[config.mk]
export PLATFORM = sky130hd
export DESIGN_NAME = seg_scan_driver
export DESIGN_NICKNAME = d
export VERILOG_FILES = /design/src/rtl/seg_pkg.sv /design/src/rtl/seg_hex_decode.sv /design/src/rtl/seg_scan_driver.sv
export SDC_FILE = /design/constraint.sdc
export NUM_CORES = 1
export LEC_CHECK = 0
export ABC_AREA = 1
export CAP_MARGIN = 20
export CORE_ASPECT_RATIO = 0.7
export CORE_MARGIN = 4
export CORE_UTILIZATION = 62
export CTS_CLUSTER_DIAMETER = 40
export DETAILED_ROUTE_END_ITERATION = 8
export PLACE_DENSITY = 0.83
export SLEW_MARGIN = 30
export SYNTH_ARGS = -nofsm -noshare
export SYNTH_HDL_FRONTEND = slang
export SYNTH_SLANG_ARGS = --single-unit
[constraint.sdc]
create_clock -name clk -period 5.5 [get_ports clk]
set_clock_uncertainty 0.05 [all_clocks]
set_input_delay 0.55 -clock clk [delete_from_list [all_inputs] [get_ports clk]]
set_output_delay 0.55 -clock clk [all_outputs]
set_load 0.02 [all_outputs]
[src/rtl/seg_pkg.sv]
// Shared definitions for the seven-segment scan driver: hex-to-segment table,
// segment bit positions and the display record held in the display/pending registers.
package seg_pkg;

  // Widest display the record can carry; instances must use NUM_DIGITS <= MAX_DIGITS.
  localparam int MAX_DIGITS = 8;

  localparam int SEG_A = 0;
  localparam int SEG_B = 1;
  localparam int SEG_C = 2;
  localparam int SEG_D = 3;
  localparam int SEG_E = 4;
  localparam int SEG_F = 5;
  localparam int SEG_G = 6;

  localparam logic [6:0] HEX_SEG [16] = '{
    7'h3F, 7'h06, 7'h5B, 7'h4F, 7'h66, 7'h6D, 7'h7D, 7'h07,
    7'h7F, 7'h6F, 7'h77, 7'h7C, 7'h39, 7'h5E, 7'h79, 7'h71
  };

  typedef struct packed {
    logic [4*MAX_DIGITS-1:0] value;
    logic [MAX_DIGITS-1:0]   dp;
    logic [MAX_DIGITS-1:0]   blank;
  } disp_rec_t;

endpackage

[src/rtl/seg_hex_decode.sv]
// Combinational 4-bit hex to active-high a..g segment lookup.
// Zero latency, no flow control.
module seg_hex_decode
  import seg_pkg::*;
(
  input  logic [3:0] nibble,
  output logic [6:0] seg
);

  assign seg = HEX_SEG[nibble];

endmodule

[src/rtl/seg_scan_driver.sv]
// Time-multiplexed N-digit seven-segment driver; outputs registered, updated on each slot tick.
// Load is valid/ready, one-entry pending buffer committed at frame start; optional SEG_LZ_SUPPRESS_EN.
module seg_scan_driver
  import seg_pkg::*;
#(
  parameter int NUM_DIGITS = 4,
  parameter int PRESCALE   = 50000
) (
  input  logic                    clk,
  input  logic                    rst,
  input  logic                    in_valid,
  output logic                    in_ready,
  input  logic [4*NUM_DIGITS-1:0] in_value,
  input  logic [NUM_DIGITS-1:0]   in_dp,
  input  logic [NUM_DIGITS-1:0]   in_blank,
  output logic [6:0]              seg,
  output logic                    dp,
  output logic [NUM_DIGITS-1:0]   an,
  output logic                    frame_start
);

  localparam int CNT_W = $clog2(PRESCALE);
  localparam int IDX_W = $clog2(NUM_DIGITS);
  localparam int SEL_W = $clog2(MAX_DIGITS);
  localparam logic [CNT_W-1:0] CNT_LAST = CNT_W'(PRESCALE - 1);
  localparam logic [IDX_W-1:0] IDX_LAST = IDX_W'(NUM_DIGITS - 1);

  logic [CNT_W-1:0]      cnt;
  logic [IDX_W-1:0]      idx;
  logic [IDX_W-1:0]      idx_nxt;
  disp_rec_t             display;
  disp_rec_t             display_nxt;
  disp_rec_t             pending;
  disp_rec_t             in_rec;
  logic                  pending_flag;
  logic                  tick;
  logic                  wrap;
  logic                  xfer;
  logic [SEL_W-1:0]      sel;
  logic [3:0]            nibble;
  logic [6:0]            dec_seg;
  logic [MAX_DIGITS-1:0] dark;
  logic                  sel_dark;
  logic [NUM_DIGITS-1:0] an_nxt;
`ifdef SEG_LZ_SUPPRESS_EN
  logic [3:0]            upper_or;
`endif

  assign in_ready = !pending_flag;
  assign xfer     = in_valid && in_ready;
  assign tick     = (cnt == CNT_LAST);
  assign wrap     = tick && (idx == IDX_LAST);

  always_comb begin
    in_rec = '0;
    in_rec.value[4*NUM_DIGITS-1:0] = in_value;
    in_rec.dp[NUM_DIGITS-1:0]      = in_dp;
    in_rec.blank[NUM_DIGITS-1:0]   = in_blank;
  end

  always_comb begin
    idx_nxt = idx;
    if (wrap) begin
      idx_nxt = '0;
    end else if (tick) begin
      idx_nxt = idx + IDX_W'(1);
    end
  end

  // A transfer landing on the frame-start tick bypasses pending so digit 0 already shows it.
  always_comb begin
    display_nxt = display;
    if (wrap) begin
      if (xfer) begin
        display_nxt = in_rec;
      end else if (pending_flag) begin
        display_nxt = pending;
      end
    end
  end

  always_comb begin
    dark = display_nxt.blank;
`ifdef SEG_LZ_SUPPRESS_EN
    upper_or = '0;
    for (int k = MAX_DIGITS - 1; k > 0; k--) begin
      upper_or = upper_or | display_nxt.value[4*k +: 4];
      if ((upper_or == 4'd0) && !display_nxt.dp[k]) begin
        dark[k] = 1'b1;
      end
    end
`endif
  end

  assign sel      = SEL_W'(idx_nxt);
  assign nibble   = display_nxt.value[{sel, 2'b00} +: 4];
  assign sel_dark = dark[sel];

  seg_hex_decode u_dec (
    .nibble (nibble),
    .seg    (dec_seg)
  );

  always_comb begin
    an_nxt = '0;
    if (!sel_dark) begin
      an_nxt[idx_nxt] = 1'b1;
    end
  end

  always_ff @(posedge clk) begin
    if (rst) begin
      cnt          <= '0;
      idx          <= IDX_LAST;
      display      <= '0;
      pending      <= '0;
      pending_flag <= 1'b0;
      seg          <= '0;
      dp           <= 1'b0;
      an           <= '0;
      frame_start  <= 1'b0;
    end else begin
      cnt         <= tick ? '0 : cnt + CNT_W'(1);
      idx         <= idx_nxt;
      display     <= display_nxt;
      frame_start <= wrap;
      if (xfer && !wrap) begin
        pending      <= in_rec;
        pending_flag <= 1'b1;
      end else if (wrap) begin
        pending_flag <= 1'b0;
      end
      if (tick) begin
        seg <= sel_dark ? 7'h00 : dec_seg;
        dp  <= !sel_dark && display_nxt.dp[sel];
        an  <= an_nxt;
      end
    end
  end

endmodule
* Yosys cells after proc, flatten, opt, wreduce, memory -nomap -nowiden *
Memory sizes are Yosys's and may differ from the RTL's.
Cells that the tools add are included.

storage, ports and cells
  word-level logic and storage cells = 55
  output and inout bits = 14
  memories kept = 1
  flip-flop bits (word level) = 104
  memory bits (read-only) = 112

operators by class
  mux-type cells = 17
  bitwise gates (word level) = 1
  reductions and logical operators = 12
  $lt $le $gt $ge = 4
  eq/ne operators = 2
  shift-type cells = 1
  add/sub/neg operators = 2

memory list
  name              words  width  rd ports  clocked after memory_dff  wr ports  RTL line              text
  (name not given)  16     7      1         0                         0         seg_hex_decode.sv:10  assign seg = HEX_SEG[nibble];

operators with widths
  cell                     count
  $mux W48                 3
  $shiftx A32 B5 Y4        1
  $mux W7                  3
  $add A16 B1 Y16 const B  1
  $eq A16 B16 Y1 const B   1
  $ge A5 B5 Y1 const B     1
  $logic_and A1 B1 Y1      5
  $mux W1                  5
  $not A4 Y5               1
  $bmux W1 S2              2
  $lt A2 B4 Y1 const B     1
  $mux W2                  2
  $mux W4                  1
  $reduce_bool A2 Y1       2
  $logic_not A1 Y1         3
  $lt A2 B3 Y1 const B     1
  $add A2 B1 Y2 const B    1
  $demux W1 S2             1
  $eq A2 B2 Y1 const B     1
  $ge A2 B1 Y1 const B     1
  $reduce_and A2 Y1        1
  $reduce_or A2 Y1         1

* Depth between registers and ports, before layout *
Gate-level depths: netlist of the first run.

  depth after elaboration = 10
  depth in mapped cells = 19
  gate-level depth less buffers = 19

* By module *
A second synthesis of the first run with hierarchy kept.

unflattened totals
  cells, all modules = 623
  area total of the unflattened synthesis = 4,202.8 µm²

by module, submodules not included
  module           area each (µm²)  instances  cells an instance
  seg_scan_driver  3,932.5          1          571
  seg_hex_decode   270.3            1          52

* Least setup slack after synthesis of the first run *
Ideal clock, no wire load.

  kind = register to register
  from = register cnt[0]
  to = register seg[4]
  required time = 5.338 ns
  arrival = 2.124 ns
  setup slack = 3.214 ns
  clock period less this slack = 2.286 ns
  cell stages (with the launch flop) = 18
  setup time = 0.112 ns
  path through = dfxtp_1 > ha_1 > nand3_1 > nor2_1 > nand3_2 > nand2_4 > clkinv_4 > nor2_4 > nand2_1 > nand2_1 > inv_1 > nand2_2 > ha_1 > nand3_1 > nor2_1 > nor2_1 > nand2_1 > nand2_1

between the ends
  word-level cells in the longest chain between the ends = 9
  elaborated cells on any way between the ends = 13
  those cells by class = eq/ne: 1; shift: 1; mux: 8; bitwise: 1; reduce/logical: 1; memory: 1

RTL lines
  what                                            RTL line                                      text
  start, declared                                 seg_scan_driver.sv:28                         logic [CNT_W-1:0] cnt;
  start signal, assigned                          seg_scan_driver.sv:123                        cnt <= tick ? '0 : cnt + CNT_W'(1);
  $eq A16 B16 Y1 *                                seg_scan_driver.sv:51                         assign tick = (cnt == CNT_LAST);
  $mux W2 or $logic_and A1 B1 Y1 (tied branches)  seg_scan_driver.sv:65, seg_scan_driver.sv:52
  $mux W2 or $mux W48 (tied branches)             seg_scan_driver.sv:63, seg_scan_driver.sv:73
  $shiftx A32 B5 Y4                               seg_scan_driver.sv:96                         assign nibble = display_nxt.value[{sel, 2'b00} +: 4];
  $not A4 Y5 (implied by the code)                seg_hex_decode.sv:10
  $mem_v2 Z16 W7                                  --
  $mux W7 (implied by the code) (2 in a row)      seg_hex_decode.sv:10
  $mux W7                                         seg_scan_driver.sv:134                        seg <= sel_dark ? 7'h00 : dec_seg;
  end signal, assigned                            seg_scan_driver.sv:134
  end, declared                                   seg_scan_driver.sv:16                         output logic [6:0] seg,

Mark *: on every way between the ends. The rest lies on a longest branch, timed or not. The select of a mux whose other input is x is not followed.
A chain may end at the register's enable or synchronous reset.

* Worst setup path in the final report of the first run *
  from = register cnt[0]
  to = register pending[19] (netlist name)

between the ends
  word-level cells in the longest chain between the ends = 4

RTL lines
  what                  RTL line                text
  $eq A16 B16 Y1        seg_scan_driver.sv:51
  $logic_and A1 B1 Y1   seg_scan_driver.sv:52   assign wrap = tick && (idx == IDX_LAST);
  $logic_not A1 Y1      seg_scan_driver.sv:127  if (xfer && !wrap) begin
  $logic_and A1 B1 Y1   seg_scan_driver.sv:127
  end signal, assigned  seg_scan_driver.sv:128  pending <= in_rec;
  end, declared         seg_scan_driver.sv:33   disp_rec_t pending;

No other way between the ends.

==> run metrics, run 1 <==
R2R setup slack=2.00 ns; hold buffer count at CTS=0; Hold/Removal Path Class=flip-flop to flip-flop; initial antenna violation count=0; met3 WL post-DR=about 890 µm; final number of max-transition violations=0; crit path DAT=~3.7 ns; RR Startpoint=cnt[0]; maximum vdd drop=around 0.18 mV; commonest cells after routing, fill and taps aside=196 x nand2_1, 96 x nor2_1, 80 x dfxtp_1; antenna diode count=0; CTS buffer count=9; Register Area=roughly 1600 µm²; die width=approximately 110 µm; uppermost routed layer=met4; CP Max Fanout=25; ys flop type=dfxtp_1; Top Family by Delay on Critical Path=simple AND/OR/NAND/NOR gates; met1 WL=around 4700 µm; Routed Antenna Nets=0; post-CTS sizing=0; area of the multi-input gates=2290 µm²; Crit. End Element=flip-flop; setup TNS=0 ns; WP data required=5.73 ns; register area share after synthesis=38.1%; IO Count=roughly 40; final worst setup slack=~2.0 ns; Min Clock Period, post-route=between 3 and 4 ns; Hold EP=seg[1]; Cell Chain, Critical Path=ha_1 -> nand3_1 -> nor2_4 -> nand3_2 -> nand2_1 -> clkinv_1 -> a211oi_1; RD Place Congestion=between 0.8 and 0.9; H-tree depth=3; grt total ovfl=0; clock sink total=80; initial core utilization=between 60% and 70%; Detailed Route WL=between 10000 and 15000 µm; status=finished, final reports clean; hold path startpoint=seg[1]; # DRC=0; Clock transition at path regs=approximately 0.080 ns; Slew HR=about 37%; TritonCTS clock tree=done; Die ar.=roughly 8200 µm²; Design Area, Final=between 4000 and 5000 µm²; Post-layout nets=about 700; area of the core=6400 µm²; Detail Placement HPWL=between 7000 and 8000 µm; via/cell ratio=5.35; Yosys reg bits=80; final setup fails=0; syn avg cell area=~6.7 µm²; Root Driver=clkbuf_8; WS Path Type=flip-flop to flip-flop; routed len/inst=approximately 13 µm; vias in the first global route=between 3000 and 4000; FP Rows=24; Post-synth ARST share=0%; RSZ-0062 raised after global routing=no; Slew @ Worst Pin=approximately 0.95 ns; Max Cap Violations=0; Overall Power=around 1.2 mW; commonest non-fill, non-tap cell in the layout=nand2_1; Total Routing Usage GR=between 20% and 30%; Mapped Cells=629; I/O Buffers=40; CP peak stage delay=between 0.8 and 0.9 ns; Pre-Repair DR Iteration Count=5; largest net degree at the start of global routing=32; Syn Nets=664; share of cells above drive strength 1=9.77%; R2R Path End=pending[19]; Synth warnings=0; critical path's slowest cell=clkinv_1; Final period util=63.7%; WP buf/inv=1; Max Buffers Root-to-Sink=2; Static Leak=just over 2 nW; FF-to-FF path depth=7; power density over cell area=around 250 nW/µm²; Layout fillers=between 500 and 600; Iteration-0 DRC Markers=just under 300; dpl cell area=4620 µm²; clk_lat worst skew=between 0.3 and 0.4 ns; Max Fclk=around 290 MHz; dpl ws=1.94 ns; metal2 WL=4470 µm; hold violation count in the final report=0; Via Count=around 4000; first-pass GRT wire length=17100 µm; CP Launch Type=flip-flop; Post-CTS Setup Bufs=0; EDFF count, synth=0; Worst Hold Depth=2; P&R area growth vs syn=15.3%; cell area after synthesis=~4200 µm²; Die Height=76.9 µm; Yosys cell types=40
[power by group]
part	total, mW	internal, mW	switching, mW
Sequential	0.606	0.595	0.0115
Clock	0.498	0.269	0.229
Combinational	0.0886	0.0374	0.0511
Total	1.19	0.902	0.291
[worst min-delay path: stages, from the launching register on]
cell,delay (ns)
dfxtp_1,0.31
nand2_1,0.06
nand2_1,0.04
[per-stage QoR]
step	std cells	utilization, %	hold WS [ns]
3_5_place_dp	740	72.2	0.390
3_3_place_gp	740	72.2	0.381
4_1_cts	756	75.8	0.405
5_1_grt	756	75.8	0.431
6_report	756	75.8	0.402
2_1_floorplan	629	-	0.368
[flip-flops by register name, indices dropped and copies added (netlist names)]
name and count:
an 4, cnt 16, display 24, dp 1, frame_start 1, idx 2
pending 24, pending_flag 1, seg 7
[logic make-up after synthesis]
family,after synthesis,synth area share [%]
buffers and inverters,74,7.53
AO/OA/AOI/OAI,77,10.2
AND/OR/NAND/NOR,388,41.4
XOR/XNOR,2,0.417
adder cells (fa/ha/maj),8,2.38
flip-flops,80,38.1
[layer usage]
metal  GRT usage [%]  vias up
met4            8.81        0
li1                -     2049
met1            34.8     1813
met2            41.0      170
met5               0        -
met3            6.21       13
[synthesized netlist by cell type, types with 2 or more instances]
library cell	number	area (µm²)
nor2_4	8	90.1
clkinv_1	2	7.51
and2_1	2	12.5
o21ai_1	2	10.0
nor3_1	2	10.0
nor2_2	6	37.5
inv_1	44	165
dfxtp_1	80	1600
nand2_1	196	736
nand4_1	2	12.5
nand3_1	43	215
a22o_1	5	43.8
o211ai_1	5	37.5
nand3_2	2	20.0
ha_1	8	100
nand2_4	7	78.8
and3_1	2	12.5
clkbuf_1	12	45.0
a211oi_1	2	15.0
nor3b_1	2	15.0
inv_2	5	18.8
o21ai_0	32	160
nor2_1	96	360
buf_2	5	25.0
a21oi_1	28	140
nor4_1	2	12.5
nand2_2	16	100
[area by class of cell]
type | instances | area share, %
repair buffers | 41 | 8.42
inverters | 53 | 4.31
multi-input cells | 475 | 47.2
clock inverters | 6 | 1.86
flip-flops and latches | 80 | 33.0
clock buffers | 10 | 2.84
well taps | 91 | 2.35
[worst max-delay path by stage]
stage          startpoint          end  slack, ns  cells after the start
2_1_floorplan      cnt[0]       seg[4]       3.21                     17
3_3_place_gp     in_valid  pending[22]       2.11                      7
3_5_place_dp     in_valid  pending[19]       1.94                      7
4_1_cts            cnt[0]  pending[19]       1.98                      7
5_1_grt            cnt[0]  pending[19]       1.63                      8
6_report           cnt[0]  pending[19]       2.00                      7
Note: power is estimated with default switching activity, not from simulation.
==> run 2: changes to the inputs <==
--- a/config.mk
+++ b/config.mk
@@ -9,10 +9,10 @@
 export CAP_MARGIN = 20
 export CORE_ASPECT_RATIO = 0.7
 export CORE_MARGIN = 4
-export CORE_UTILIZATION = 62
+export CORE_UTILIZATION = 57
 export CTS_CLUSTER_DIAMETER = 40
 export DETAILED_ROUTE_END_ITERATION = 8
-export PLACE_DENSITY = 0.83
+export PLACE_DENSITY = 0.77
 export SLEW_MARGIN = 30
 export SYNTH_ARGS = -nofsm -noshare
 export SYNTH_HDL_FRONTEND = slang
==> constraint.sdc (replaced) <==
create_clock -name clk -period 3.43 [get_ports clk]
set_clock_uncertainty 0.05 [all_clocks]
set_input_delay 0.343 -clock clk [delete_from_list [all_inputs] [get_ports clk]]
set_output_delay 0.343 -clock clk [all_outputs]
set_load 0.02 [all_outputs]
==> run 2 against run 1 <==
  * Cell area increased by 0.72%
  * Final cell count up 1.3%
  * Maximum frequency is 25% higher
  * Sequential power rose by 60%
  * Critical path depth increased by 11
  * Register-to-register slack lost 1.4 ns
  * Non-clock buffer count rose by 7
  * Critical endpoint is now seg[4]
==> run metrics, run 2 (synthesized netlist as in run 1, its figures left out) <==
status=finished, final reports clean; routed len/inst=~13 µm; I/O Buffers=40; RD Place Congestion=0.941; critical path's slowest cell=dfxtp_1; setup TNS=0 ns; antenna diode count=0; CTS buffer count=9; CP peak stage delay=around 0.36 ns; FP Rows=25; Detailed Route WL=slightly above 10000 µm; Overall Power=1.85 mW; Top cell by count, worst path=nand2_1; P&R area growth vs syn=16.1%; Slew HR=about half; area of the core=slightly below 7000 µm²; IO Count=between 40 and 50; Total Routing Usage GR=between 20% and 30%; Cell Chain, Critical Path=ha_1 -> nand3_1 -> nor2_4 -> nand3_2 -> inv_2 -> nand2_1 -> nand2_1 -> nand2_1 -> nand2_1 -> nand2_1 -> inv_1 -> nand2_2 -> ha_1 -> nand3_1 -> nor2_1 -> nor2_1 -> nand2_1 -> nand2_1; Routed Antenna Nets=0; Die Height=around 80 µm; Hold/Removal Path Class=flip-flop to flip-flop; commonest cells after routing, fill and taps aside=196 x nand2_1, 96 x nor2_1, 80 x dfxtp_1; Max Buffers Root-to-Sink=2; FF-to-FF path depth=18; largest net degree at the start of global routing=28; initial antenna violation count=0; Post-layout nets=around 700; Max Cap Violations=0; clk_lat worst skew=between 0.3 and 0.4 ns; Slew @ Worst Pin=around 0.72 ns; Die ar.=roughly 8800 µm²; grt total ovfl=0; R2R setup slack=roughly 0.64 ns; # DRC=0; Static Leak=~2.1 nW; Iteration-0 DRC Markers=approximately 350; CP Launch Type=flip-flop; Via Count=~4000; die width=between 100 and 150 µm; Detail Placement HPWL=roughly 7500 µm; post-CTS sizing=0; Final period util=81.4%; Hold EP=cnt[0]; TritonCTS clock tree=done; hold path startpoint=cnt[0]; first-pass GRT wire length=about 17000 µm; Design Area, Final=a little under 5000 µm²; Clock transition at path regs=roughly 0.09 ns; Post-CTS Setup Bufs=0; Max Fclk=approximately 360 MHz; WHS=about 0.4 ns; RSZ-0062 raised after global routing=no; final worst setup slack=0.637 ns; Crit path depth=18; H-tree depth=3; share of cells above drive strength 1=between 10% and 20%; maximum vdd drop=approximately 0.29 mV; R2R Path End=seg[4]; vias in the first global route=3595; Root Driver=clkbuf_8; dpl cell area=approximately 4700 µm²; RR Startpoint=cnt[0]; clock sink total=80; hold buffer count at CTS=0; dpl ws=about 0.53 ns; largest registers=display: 24 flops, pending: 24 flops, cnt: 16 flops; initial core utilization=about three fifths; crit path DAT=a little over 3 ns; Top Family by Delay on Critical Path=simple AND/OR/NAND/NOR gates; CP Max Fanout=16; hold violation count in the final report=0; final number of max-transition violations=0; WP data required=around 3.7 ns; WS Path Type=flip-flop to flip-flop; via/cell ratio=about 5.3; final setup fails=0; power density over cell area=roughly 380 nW/µm²; WP buf/inv=2; Pre-Repair DR Iteration Count=5; Min Clock Period, post-route=~2.8 ns; commonest non-fill, non-tap cell in the layout=nand2_1; Crit. End Element=flip-flop; Worst Hold Depth=1
## run 2: cell count changes in the layout (fill, tap and decap cells not counted), sizes merged
cell	change
buf	+7
clkinv	+2
bufinv	-1
inv	-1
## run 2: cell type report
type | count | area, µm²
clock buffers | 10 | 138
repair buffers | 48 | 460
well taps | 94 | 118
fillers | 603 | 2060
multi-input cells | 475 | 2290
clock inverters | 6 | 68.8
inverters | 53 | 209
flip-flops and latches | 80 | 1600
## run 2: how the worst max path moves through the flow
stage	start	end	slack (ns)
after global placement	in_valid	seg[2]	0.62
after floorplan	cnt[0]	seg[4]	1.14
after CTS	cnt[0]	seg[4]	0.66
after global routing	cnt[0]	seg[3]	0.36
final	cnt[0]	seg[4]	0.64
after detailed placement	in_valid	seg[4]	0.53
## run 2: through the flow
| step | util (%) | instances |
|---|---|---|
| 4_1_cts | 70.3 | 766 |
| 2_1_floorplan | - | 629 |
| 6_report | 70.3 | 766 |
| 3_5_place_dp | 67.3 | 750 |
| 3_3_place_gp | 67.3 | 750 |
| 5_1_grt | 70.3 | 766 |
## run 2: layer usage
metal / up-vias / routed length [µm] / global-route usage, %
met3: 12 / 804 / 5.08
met5: - / 0 / 0
met1: 1792 / 5040 / 34.9
met4: 0 / 110 / 7.50
li1: 2066 / - / -
met2: 158 / 4340 / 37.0
## run 2: where the power goes
| group | internal [mW] | switching [mW] | leakage (nW) |
|---|---|---|---|
| registers | 0.954 | 0.0152 | 0.651 |
| clock network | 0.359 | 0.372 | 0.102 |
| logic | 0.0656 | 0.0867 | 1.33 |
